File: config.mk
export PLATFORM = sky130hd
export DESIGN_NAME = fp32_divider
export DESIGN_NICKNAME = d
export VERILOG_FILES = /design/src/rtl/fp32_divider.sv
export SDC_FILE = /design/constraint.sdc
export NUM_CORES = 1
export LEC_CHECK = 0
export BUFFER_PORTS_ARGS = -buffer_cell sky130_fd_sc_hd__clkbuf_2
export CAP_MARGIN = 20
export CORE_MARGIN = 2
export CORE_UTILIZATION = 55
export CTS_CLUSTER_SIZE = 12
export DETAILED_ROUTE_END_ITERATION = 8
export GPL_ROUTABILITY_DRIVEN = 0
export PLACE_DENSITY = 0.74
export SLEW_MARGIN = 20
export SYNTH_ARGS = -nofsm -noshare
export SYNTH_HDL_FRONTEND = slang
export SYNTH_SLANG_ARGS = --single-unit
File: constraint.sdc
create_clock -name clk -period 12.65 [get_ports clk]
set_input_delay 2.53 -clock clk [delete_from_list [all_inputs] [get_ports clk]]
set_output_delay 2.53 -clock clk [all_outputs]
set_load 0.005 [all_outputs]
File: src/rtl/fp32_divider.sv
// fp32_divider: multi-cycle IEEE-754 single-precision divider (restoring).
// Define FP32_DIV_ROUND_EN for round-to-nearest-even; default truncates.
module fp32_divider (
  input  logic        clk,
  input  logic        rst,
  input  logic        start_i,
  input  logic [31:0] a_i,
  input  logic [31:0] b_i,
  output logic [31:0] quotient_o,
  output logic        done_o,
  output logic        busy_o,
  output logic        nan_o,
  output logic        infinit_o,
  output logic        div_by_zero_o,
  output logic        overflow_o,
  output logic        underflow_o
);

  typedef enum logic [2:0] {
    IDLE,
    PREP,
    DIVIDE,
    NORM,
    DONE
  } state_t;

  state_t state, state_n;

  logic [31:0] a_r, b_r;
  logic [24:0] rem;
  logic [23:0] div;
  logic [25:0] q;
  logic [4:0]  cnt;
  logic signed [9:0] expo;

  logic [7:0] ea, eb;
  logic       sign;
  logic       a_nan, b_nan, a_inf, b_inf, a_zero, b_zero;

  assign ea     = a_r[30:23];
  assign eb     = b_r[30:23];
  assign sign   = a_r[31] ^ b_r[31];
  assign a_nan  = (&ea) & (|a_r[22:0]);
  assign b_nan  = (&eb) & (|b_r[22:0]);
  assign a_inf  = (&ea) & ~(|a_r[22:0]);
  assign b_inf  = (&eb) & ~(|b_r[22:0]);
  assign a_zero = ~(|ea);
  assign b_zero = ~(|eb);

  // flag order: nan, infinit, div_by_zero, overflow, underflow
  logic        special;
  logic [31:0] spec_q;
  logic [4:0]  spec_f;

  always_comb begin
    special = 1'b1;
    spec_q  = 32'd0;
    spec_f  = 5'b00000;
    if (a_nan | b_nan | (a_zero & b_zero) | (a_inf & b_inf)) begin
      spec_q = 32'h7FC0_0000;
      spec_f = 5'b10000;
    end else if (a_inf) begin
      spec_q = {sign, 8'hFF, 23'd0};
      spec_f = 5'b01000;
    end else if (b_inf) begin
      spec_q = {sign, 31'd0};
      spec_f = 5'b01000;
    end else if (b_zero) begin
      spec_q = {sign, 8'hFF, 23'd0};
      spec_f = 5'b00100;
    end else if (a_zero) begin
      spec_q = {sign, 31'd0};
      spec_f = 5'b00000;
    end else begin
      special = 1'b0;
    end
  end

  logic [25:0] diff;
  logic        ge;
  logic [24:0] rem_sub;

  assign diff    = {1'b0, rem} - {2'b00, div};
  assign ge      = ~diff[25];
  assign rem_sub = ge ? diff[24:0] : rem;

  logic [22:0]       frac_t;
  logic signed [9:0] exp_t;
  logic              up;
  logic [23:0]       frac_f;
  logic signed [9:0] exp_f;

  always_comb begin
    frac_t = q[25] ? q[24:2] : q[23:1];
    exp_t  = q[25] ? expo : expo - 10'sd1;
  end

`ifdef FP32_DIV_ROUND_EN
  logic sticky, guard, rest;
  assign sticky = |rem;
  assign guard  = q[25] ? q[1] : q[0];
  assign rest   = (q[25] & q[0]) | sticky;
  assign up     = guard & (rest | frac_t[0]);
`else
  logic trunc_unused;
  assign trunc_unused = q[0];
  assign up = 1'b0;
`endif

  // all-ones mantissa rounding up carries into the exponent
  assign frac_f = {1'b0, frac_t} + {23'd0, up};
  assign exp_f  = exp_t + $signed({9'd0, frac_f[23]});

  logic [31:0] nrm_q;
  logic [4:0]  nrm_f;

  always_comb begin
    nrm_q = {sign, exp_f[7:0], frac_f[22:0]};
    nrm_f = 5'b00000;
    if (exp_f >= 10'sd255) begin
      nrm_q = {sign, 8'hFF, 23'd0};
      nrm_f = 5'b00010;
    end else if (exp_f <= 10'sd0) begin
      nrm_q = {sign, 31'd0};
      nrm_f = 5'b00001;
    end
  end

  always_ff @(posedge clk) begin
    if (rst) state <= IDLE;
    else     state <= state_n;
  end

  always_comb begin
    state_n = state;
    unique case (state)
      IDLE:    if (start_i) state_n = PREP;
      PREP:    state_n = special ? DONE : DIVIDE;
      DIVIDE:  if (cnt == 5'd25) state_n = NORM;
      NORM:    state_n = DONE;
      DONE:    state_n = IDLE;
      default: state_n = IDLE;
    endcase
  end

  always_ff @(posedge clk) begin
    unique case (state)
      IDLE: begin
        if (start_i) begin
          a_r <= a_i;
          b_r <= b_i;
        end
      end
      PREP: begin
        rem  <= {2'b01, a_r[22:0]};
        div  <= {1'b1, b_r[22:0]};
        q    <= 26'd0;
        cnt  <= 5'd0;
        expo <= $signed({2'b00, ea}) - $signed({2'b00, eb}) + 10'sd127;
      end
      DIVIDE: begin
        rem <= rem_sub << 1;
        q   <= {q[24:0], ge};
        cnt <= cnt + 5'd1;
      end
      default: ;
    endcase
  end

  always_ff @(posedge clk) begin
    if (rst) begin
      quotient_o    <= 32'd0;
      done_o        <= 1'b0;
      busy_o        <= 1'b0;
      nan_o         <= 1'b0;
      infinit_o     <= 1'b0;
      div_by_zero_o <= 1'b0;
      overflow_o    <= 1'b0;
      underflow_o   <= 1'b0;
    end else begin
      done_o <= (state_n == DONE);
      busy_o <= (state_n != IDLE);
      if (state == IDLE && start_i) begin
        {nan_o, infinit_o, div_by_zero_o,
         overflow_o, underflow_o} <= 5'b00000;
      end
      if (state == PREP && special) begin
        quotient_o <= spec_q;
        {nan_o, infinit_o, div_by_zero_o,
         overflow_o, underflow_o} <= spec_f;
      end
      if (state == NORM) begin
        quotient_o <= nrm_q;
        {nan_o, infinit_o, div_by_zero_o,
         overflow_o, underflow_o} <= nrm_f;
      end
    end
  end

endmodule

==> run summary <==
===============================================================================================
Global-route wire length before repair ...........................................     29500 µm
Synth unique cells ...............................................................           69
Starting Density .................................................................        0.566
Minimum clock period .............................................................      3710 ps
Post-synth design cell area ......................................................     9430 µm²
Via count ........................................................................         6373
Slew at the pin closest to its max-slew limit ....................................       820 ps
Synth Instances ..................................................................          810
Core outline area ................................................................    16600 µm²
Outcome .......................................................................... finished, final reports clean
Number of resized instances in the post-cts repair step ..........................            0
Startpoint kind of the worst setup timing path ...................................    input pin
Highest metal layer used by the detailed router ..................................         met4
Total clock buffers created by CTS ...............................................           17
Final design utilization .........................................................        0.645
Mapped Nets ......................................................................          914
Number of ports placed on the die boundary .......................................          106
Diode count ......................................................................            0
Congestion Overflow GR ...........................................................            0
Post-CTS Setup Bufs ..............................................................            0
Area added between synthesis and finish ..........................................        13.9%
H-tree depth .....................................................................            4
Worst path arrival time ..........................................................      4010 ps
Setup tns final ..................................................................         0 ps
Final net count ..................................................................         1016
Critical path start-end classification ...........................................    in -> reg
Maximum fanout along the worst path ..............................................           66
Hold/Removal Path Class ..........................................................   reg -> reg
Port buffer count ................................................................          105
Leakage ..........................................................................      4.35 nW
Placed instance count ............................................................         1113
Peak Freq ........................................................................    0.269 GHz
Final worst hold slack ...........................................................       452 ps
DRC violation count after routing ................................................            0
Cts hold-fix bufs ................................................................            0
Met2 wirelength from detailed routing ............................................      8360 µm
First-pass iteration count of the detailed router ................................            5
Metal1 wirelength ................................................................      8740 µm
Register-to-Register Setup Slack .................................................      9190 ps
Worst-skew pair later-pin latency ................................................       420 ps
Largest buffer count on any clock path ...........................................            2
Horiz. Die Dim ...................................................................       135 µm
Slew Limit Fails .................................................................            0
Tcrit/Tclk final .................................................................        0.293
Number of global-route vias before repair ........................................         6090
CTS sink cnt .....................................................................          195
Post-synth EDFFs .................................................................          153
Fin. Hold Viols ..................................................................            0
Setup Skew .......................................................................      7.69 ps
Clock input transition at the sequential cells of the worst setup and hold paths .        70 ps
Met3 routed WL ...................................................................       725 µm
Routed Antenna Nets ..............................................................            0
Fraction of final layout cells sized beyond drive strength 1 .....................        0.197
Filler instances .................................................................         1264
Share of flip-flops with an asynchronous set or reset ............................            0
TritonCTS clock tree .............................................................          yes
Setup repair after global routing missed its margin ..............................           no
Category of the worst setup path capture point ...................................     register
Total routing resource utilization after global routing ..........................        0.206
HPWL after detailed placement ....................................................     12700 µm
Dominant synthesized flop cell ...................................................     edfxtp_1
Sequential element share of the synthesized area .................................        0.577
Required time worst endpoint .....................................................     12950 ps
Power per cell area ..............................................................   145 nW/µm²
CTS Root Buffer Type .............................................................    clkbuf_16
Routed wire length ...............................................................     18100 µm
Count of endpoints failing setup in the final report .............................            0
Y dimension of the die ...........................................................       135 µm
Number of placement rows .........................................................           47
Maximum Capacitance Violations ...................................................            0
VDD IR max .......................................................................   0.000102 V
Detail-routed via count per cell .................................................         5.57
Yosys synthesis warning count ....................................................            0
Initial drt markers ..............................................................          396
Register bit count reported by yosys .............................................          195
Largest net degree at the start of global routing ................................           67
Non-Filler Instances .............................................................         1145
Routed wirelength normalized by instance count ...................................      15.8 µm
Die Outline Area .................................................................    18200 µm²
Post-Syn Area per Cell ...........................................................     11.6 µm²
Initial antenna violation count ..................................................            0
Normalized max-slew margin .......................................................        0.452
===============================================================================================
per-layer routing:
metal,track usage,up-vias
met3,0.0312,21
met5,0,-
met4,0.0690,0
li1,-,3210
met2,0.325,150
met1,0.294,2992
worst paths after layout:
| check | from | depth (start not counted) | end |
|---|---|---|---|
| worst min-delay path | b_r[14]$_DFFE_PP_ | 0 | div[14]$_DFFE_PP_ |
| worst min register to register | b_r[14]$_DFFE_PP_ | 0 | div[14]$_DFFE_PP_ |
| worst max-delay path | start_i | 6 | div_by_zero_o$_SDFFE_PP0P_ |
| worst max register to register | expo[0]$_DFFE_PP_ | 9 | quotient_o[0]$_SDFFE_PP0P_ |
stage by stage:
step           total power, mW  cell area (µm²)  setup WS [ps]
3_5_place_dp              1.04            10100           8460
5_1_grt                   1.62            10700           8680
4_1_cts                   1.56            10700           8900
3_3_place_gp              1.03            10100           8520
2_1_floorplan            0.975             9430           2080
6_report                  1.55            10700           8940
Yosys cell counts, types with 2 or more instances:
cell type / count / share of area
a2111oi_0: 2 / 0.0019
a211o_1: 3 / 0.0028
a211oi_1: 2 / 0.0016
a21boi_0: 2 / 0.0016
a21o_1: 6 / 0.0048
a21oi_1: 40 / 0.021
a221o_1: 2 / 0.0021
a22o_1: 2 / 0.0019
a22oi_1: 8 / 0.0064
a31oi_1: 10 / 0.0066
a32oi_1: 2 / 0.0019
and2_1: 3 / 0.0020
and3_1: 33 / 0.022
buf_12: 2 / 0.0042
buf_2: 5 / 0.0027
clkbuf_1: 22 / 0.0088
dfxtp_1: 42 / 0.089
edfxtp_1: 153 / 0.49
fa_1: 2 / 0.0042
ha_1: 35 / 0.046
inv_1: 46 / 0.018
mux2i_1: 41 / 0.044
nand2_1: 75 / 0.030
nand2b_1: 10 / 0.0066
nand3_1: 15 / 0.0080
nand3b_1: 3 / 0.0024
nand4_1: 11 / 0.0073
nor2_1: 51 / 0.020
nor2b_1: 3 / 0.0020
nor3_1: 19 / 0.010
nor4_1: 12 / 0.0080
o211ai_1: 5 / 0.0040
o21a_1: 4 / 0.0032
o21ai_0: 32 / 0.017
o21ai_2: 19 / 0.018
o31ai_1: 4 / 0.0032
or3_1: 5 / 0.0033
or3b_2: 2 / 0.0019
or4_1: 7 / 0.0056
or4_2: 2 / 0.0019
xnor2_1: 27 / 0.025
xor2_1: 14 / 0.013
state kept, by name, summed over array words and instances, names as in the netlist:
signal,flops
a_r,32
b_r,32
quotient_o,32
q,26
rem,25
div,23
expo,10
cnt,5
state,3
busy_o,1
div_by_zero_o,1
done_o,1
infinit_o,1
nan_o,1
overflow_o,1
underflow_o,1
cell usage in the layout (no fill, tap or decap), types with 12 or more instances in the layout:
cell         n
xor2_1      14
nor2_1      51
clkbuf_2   105
edfxtp_1   153
nand3_1     15
nor4_1      12
inv_1       46
mux2i_1     41
nor3_1      19
clkbuf_16   20
dfxtp_1     42
xnor2_1     27
nand2_1     74
o21ai_0     32
a21oi_1     40
o21ai_2     19
ha_1        35
and3_1      33
final cells by class:
type,instances,area [µm²],area share
Clock buffer,23,532,0.0495
Clock inverter,9,63.8,0.00594
Inverter,46,173,0.0161
Multi-Input combinational cell,538,3670,0.341
Sequential cell,195,5440,0.506
Tap cell,220,275,0.0256
Timing Repair Buffer,114,593,0.0552
power breakdown:
| group | leakage [nW] | internal [mW] | total, mW | switching [mW] |
|---|---|---|---|---|
| registers | 1.79 | 0.751 | 0.781 | 0.0292 |
| clock network | 0.296 | 0.299 | 0.532 | 0.233 |
| logic | 2.26 | 0.100 | 0.242 | 0.142 |
critical path: stages:
cell and delay [ps]:
clkbuf_2 100, nor4b_2 190, buf_4 640, nor2_1 240, a32oi_1 220, nor2_1 60
logic make-up after synthesis:
kind of cell | after synthesis | share of synthesized area
buf+inv | 77 | 0.0360
xor+xnor | 42 | 0.0398
fa+ha+maj | 37 | 0.0507
compound gates | 156 | 0.112
mux | 41 | 0.0435
simple gates | 262 | 0.142
flops | 195 | 0.577
Power figures use the tool's default switching activity.
